`config.mk`:
```
export PLATFORM = sky130hd
export DESIGN_NAME = fifo_push_arb
export DESIGN_NICKNAME = d
export VERILOG_FILES = /design/src/rtl/fifo_arb_pkg.sv /design/src/rtl/fifo_push_arb_rr_pick.sv /design/src/rtl/fifo_push_arb.sv
export SDC_FILE = /design/constraint.sdc
export NUM_CORES = 1
export LEC_CHECK = 0
export CAP_MARGIN = 25
export CORE_MARGIN = 1
export CORE_UTILIZATION = 27
export CTS_CLUSTER_DIAMETER = 120
export CTS_CLUSTER_SIZE = 10
export DETAILED_ROUTE_END_ITERATION = 12
export PLACE_DENSITY = 0.87
export SLEW_MARGIN = 20
export SYNTH_ARGS = -nofsm -noshare
export SYNTH_HDL_FRONTEND = slang
export SYNTH_SLANG_ARGS = --single-unit
```
`constraint.sdc`:
```
create_clock -name clk -period 3.6 [get_ports clk]
set_input_delay 0.72 -clock clk [delete_from_list [all_inputs] [get_ports clk]]
set_output_delay 0.72 -clock clk [all_outputs]
set_load 0.1 [all_outputs]
```
`src/rtl/fifo_arb_pkg.sv`:
```
// Shared types and width helper for the round-robin FIFO push arbiter.
package fifo_arb_pkg;

  typedef enum logic {
    IDLE = 1'b0,
    XFER = 1'b1
  } arb_state_t;

  // ceil(log2(n)), never below 1 so a 1-entry range still gets a real bit
  function automatic int clog2_min1(input int n);
    int w;
    w = 0;
    while ((1 << w) < n) w++;
    return (w < 1) ? 1 : w;
  endfunction

endpackage

```
`src/rtl/fifo_push_arb_rr_pick.sv`:
```
// Combinational round-robin pick: first set request at or after ptr, with wrap.
module rr_pick
  import fifo_arb_pkg::*;
#(
  parameter int NREQ = 4,
  parameter int PW   = clog2_min1(NREQ)
) (
  input  logic [NREQ-1:0] req,
  input  logic [PW-1:0]   ptr,
  output logic [NREQ-1:0] gnt,
  output logic            any
);

  logic [2*NREQ-1:0] dbl_req;
  logic [2*NREQ-1:0] dbl_gnt;
  logic [NREQ-1:0]   rot_req;
  logic [NREQ-1:0]   rot_gnt;

  // ptr is always < NREQ, so the doubled vector handles non-power-of-2 wrap
  always_comb begin
    dbl_req = {req, req} >> ptr;
    rot_req = dbl_req[NREQ-1:0];
    rot_gnt = rot_req & (~rot_req + 1'b1);
    dbl_gnt = {rot_gnt, rot_gnt} << ptr;
    gnt     = dbl_gnt[2*NREQ-1:NREQ];
    any     = |req;
  end

endmodule

```
`src/rtl/fifo_push_arb.sv`:
```
// Packet-atomic round-robin arbiter sharing one FIFO write port, throttled by alFull.
module fifo_push_arb
  import fifo_arb_pkg::*;
#(
  parameter int NREQ      = 4,
  parameter int DW        = 24,
  parameter int MAX_BEATS = 64
) (
  input  logic                 clk,
  input  logic                 rst_n,
  input  logic [NREQ-1:0]      req_valid,
  input  logic [NREQ*DW-1:0]   req_data,
  input  logic [NREQ-1:0]      req_last,
  output logic [NREQ-1:0]      req_ready,
  output logic                 fifo_push,
  output logic [DW-1:0]        fifo_data,
  input  logic                 fifo_alFull,
  input  logic                 fifo_full,
  output logic [NREQ-1:0]      grant,
  output logic                 err_len
);

  localparam int PW = clog2_min1(NREQ);
  localparam int BW = clog2_min1(MAX_BEATS);
  localparam logic [BW-1:0] CNT_MAX = BW'(MAX_BEATS - 1);
  localparam logic [PW-1:0] PTR_TOP = PW'(NREQ - 1);

  arb_state_t      state, state_nxt;
  logic [NREQ-1:0] grant_nxt;
  logic [NREQ-1:0] pick_gnt;
  logic            pick_any;
  logic [PW-1:0]   rr_ptr, rr_ptr_nxt, g_idx, g_idx_inc;
  logic [BW-1:0]   beat_cnt, beat_cnt_nxt;
  logic            path_ok, accept, last_g, force_rel;

  rr_pick #(.NREQ(NREQ), .PW(PW)) u_pick (
    .req (req_valid),
    .ptr (rr_ptr),
    .gnt (pick_gnt),
    .any (pick_any)
  );

  always_comb begin
    g_idx = '0;
    for (int i = 0; i < NREQ; i++)
      if (grant[i]) g_idx = g_idx | PW'(i);
    g_idx_inc = (g_idx == PTR_TOP) ? '0 : g_idx + 1'b1;
  end

  always_comb begin
    fifo_data = '0;
    for (int i = 0; i < NREQ; i++)
      fifo_data = fifo_data | (req_data[i*DW +: DW] & {DW{grant[i]}});
  end

  // full is a safety term only; alFull headroom normally keeps it low
  assign path_ok   = !fifo_alFull && !fifo_full;
  assign req_ready = grant & {NREQ{path_ok}};
  assign accept    = (state == XFER) && |(req_valid & req_ready);
  assign last_g    = |(req_last & grant);
  assign force_rel = accept && !last_g && (beat_cnt == CNT_MAX);
  assign fifo_push = accept;
  assign err_len   = force_rel;

  always_comb begin
    state_nxt    = state;
    grant_nxt    = grant;
    rr_ptr_nxt   = rr_ptr;
    beat_cnt_nxt = beat_cnt;
    case (state)
      IDLE: begin
        grant_nxt = '0;
        if (pick_any && !fifo_alFull) begin
          grant_nxt    = pick_gnt;
          beat_cnt_nxt = '0;
          state_nxt    = XFER;
        end
      end
      XFER: begin
        if (accept) begin
          if (last_g || force_rel) begin
            rr_ptr_nxt = g_idx_inc;
            grant_nxt  = '0;
            state_nxt  = IDLE;
          end else begin
            beat_cnt_nxt = beat_cnt + 1'b1;
          end
        end
      end
      default: begin
        grant_nxt = '0;
        state_nxt = IDLE;
      end
    endcase
  end

  always_ff @(posedge clk) begin
    if (!rst_n) begin
      state    <= IDLE;
      grant    <= '0;
      rr_ptr   <= '0;
      beat_cnt <= '0;
    end else begin
      state    <= state_nxt;
      grant    <= grant_nxt;
      rr_ptr   <= rr_ptr_nxt;
      beat_cnt <= beat_cnt_nxt;
    end
  end

endmodule

```
==> out/metrics.csv <==
stage,metric,value,unit
run,max-cap viol count,0,
setup_path,CP Max Fanout,7,
cts,CTS Buf Count,3,
die,Die X-Extent,72.2,um
die,Initial Utilization,28.1,%
yosys,Synth Register Bits,13,
cts,H-tree depth,1,
cells_and_area,ratio of cells with drive above 1 in the final layout,16.5,%
die,row cnt,25,
setup_path,R2R setup slack,1630,ps
cells_and_area,area delta synth->final,110,%
yosys,"top cells by count, synth","50 x a22oi_1, 28 x nand2_1, 13 x dfxtp_1, 13 x nand3_1, 9 x a21oi_1",
yosys,Mapped Nets,294,
sta,Setup Skew,4.80,ps
grt,total grt overflow,0,
yosys,"Seq/Total Area, Yosys",19.6,%
cts,clk_lat worst skew,240,ps
route,DRC,0,
setup_path,WP data required,2880,ps
cells_and_area,# nets final,432,
power_and_ir_drop,Worst VDD drop,0.227,mV
yosys,Post-synth EDFFs,0,
sta,RSZ-0062 raised after global routing,false,
cells_and_area,Post-Route Utilization,59.1,%
route,DRT Pass-1 Iters,5,
place,port bufs,141,
route,Vias,2033,
yosys,yosys warns,0,
grt,first-pass GRT wire length,9250,um
die,Die Height,72.2,um
yosys,"Top FF cell, synth",dfxtp_1,
setup_path,Buf/Inv on CP,2,
yosys,Post-Syn Area,0.00133,mm2
sta,final hold vios,0,
yosys,"count leader, synth",a22oi_1,
die,# IOs,142,
cts,CTS tree,done,
setup_path,FF-to-FF path depth,5,
yosys,Synth cell types,40,
yosys,top-area cell type share of the netlist area,28.2,%
cts,post-CTS sizing,0,
yosys,cell accounting for the most synthesized area,a22oi_1,
setup_path,crit path from,req_valid[2],
sta,minimum clock period,2920,ps
die,core box area,0.00472,mm2
setup_path,crit-path cells,clkdlybuf4s50_1 > a22oi_2 > a21boi_4 > and2_2 > and3_2 > buf_12,
cts,CTS hold repair buffers,0,
cts,Clock Path Buffers,2,
grt,overall fraction of global-route tracks in use,22.0,%
place,gpl congestion,0.959,
sta,Final Max Tran Viols,0,
die,die footprint,0.00521,mm2
sta,final period utilization,81.2,%
cts,clock sink total,13,
sta,"Setup violations, final",0,
cts,postcts setup bufs,0,
route,Total Wirelength,6070,um
setup_path,largest stage delay on the critical path,590,ps
route,1st-iter DRT viols,191,
setup_path,reg2reg end,beat_cnt[3],
setup_path,Setup CP Type,input pin to output pin,
setup_path,Worst R2R Start,grant[2],
route,Via-to-Cell Ratio,5.23,
setup_path,cell with the largest stage delay on the worst path,clkdlybuf4s50_1,
status,status,completed,
grt,largest net degree at the start of global routing,28,
hold_path,Hold Startpoint,beat_cnt[3],
cts,clk slew on worst S/H paths,50,ps
cells_and_area,Inserted Diodes,0,
sta,setup TNS,0,ps
grt,number of global-route vias before repair,1869,
power_and_ir_drop,PwrDens,225,mW/mm2
place,DP HPWL,4830,um
setup_path,worst path arrival time,2200,ps
sta,Max Freq,0.342,GHz
route,WL/cell,15.6,um
yosys,syn avg cell area,7.18,um2
sta,slew margin rel.,61.6,%
setup_path,"CP delay by family, top",buffers and inverters,
sta,Slew @ Worst Pin,576,ps
power_and_ir_drop,Static Leak,1.13,nW
hold_path,worst hold stages,1,
hold_path,worst min path class,flop to flop,
setup_path,Setup crit end kind,output pin,
cts,clk root buf,clkbuf_8,
yosys,Synth Instances,185,
hold_path,Hold Crit Endpoint,beat_cnt[3],
yosys,ys async rst share,0,%
grt,initial antenna violation count,0,
setup_path,Worst Setup Start Kind,input pin,
yosys,"top cells by area, synth","a22oi_1 28%, dfxtp_1 20%, nand2_1 7.9%",
route,Post-DRT Antenna Nets,0,
==> worst register-to-register path, stage by stage (launching register included) <==
cell and delay (ps):
dfxtp_1 680, a22oi_2 180, and2_2 260, a211oi_1 490
o21ai_0 190, o31ai_1 90
==> per-stage QoR <==
stage	instance area [um2]	power [mW]	instances	setup WS, ps	hold WS [ps]
floorplan	1330	0.342	185	159	440
global placement	2750	0.502	385	706	469
detailed placement	2750	0.506	385	670	474
CTS	2790	0.634	389	667	480
global route	2790	0.660	389	604	510
finish	2790	0.628	389	676	480
==> sequential cells by signal (all words and copies together) (netlist names) <==
| name | cells |
|---|---|
| beat_cnt | 6 |
| grant | 4 |
| rr_ptr | 2 |
| state | 1 |
==> cells by family after synthesis <==
| kind of cell | after synthesis | share of synthesized area [%] |
|---|---|---|
| buffers and inverters | 17 | 5.65 |
| flip-flops | 13 | 19.6 |
| adder cells (fa/ha/maj) | 1 | 0.941 |
| multiplexers | 1 | 0.753 |
| AO/OA/AOI/OAI | 85 | 47.0 |
| AND/OR/NAND/NOR | 67 | 25.4 |
| XOR/XNOR | 1 | 0.659 |
==> report_power, final <==
part	leakage, nW	total [mW]	internal (mW)	switching [mW]
combinational	1.00	0.348	0.148	0.199
sequential	0.105	0.155	0.147	0.00852
clock	0.0228	0.126	0.0779	0.0478
total	1.13	0.628	0.373	0.255
==> routing by layer <==
layer  GRT usage, %  vias to the layer above  routed length (um)
met2           39.1                       91                3080
met5              0                        -                   0
li1               -                     1001                   -
met1           28.3                      941                2470
met3           5.28                        0                 511
met4           1.09                        0                   0
==> cell usage in the layout (no fill, tap or decap), drive strengths merged <==
cell type,count
and2,6
xnor2,1
o22ai,3
mux2i,1
a21oi,9
dfxtp,13
a31oi,4
clkinv,1
o31ai,1
nor2,4
nand4,2
nor4b,1
a211oi,2
o41ai,2
and3,5
nand2,29
o2111ai,3
nand2b,2
clkdlybuf4s50,107
clkbuf,4
inv,2
or2,1
or2b,1
nand3,13
o21ai,6
buf,40
and2b,1
a22oi,52
a21o,1
or4,1
a21boi,1
ha,1
o211ai,1
nor2b,1
==> how the worst max path moves through the flow <==
stage                     endpoint  slack [ps]  cells past startpoint
after global routing       err_len         600                      6
after floorplan            err_len         160                      5
after detailed placement   err_len         670                      6
after global placement     err_len         710                      6
final                      err_len         680                      6
after CTS                  err_len         670                      6
==> cell type report <==
class                      count  area, um2
timing repair buffer         147       1400
clock buffer                   4       45.0
multi-input combinational    155        995
tap                           67       83.8
sequential                    13        260
fill                         433       1930
inverter                       3       11.3
No activity file was read; power rests on OpenSTA's default activity.
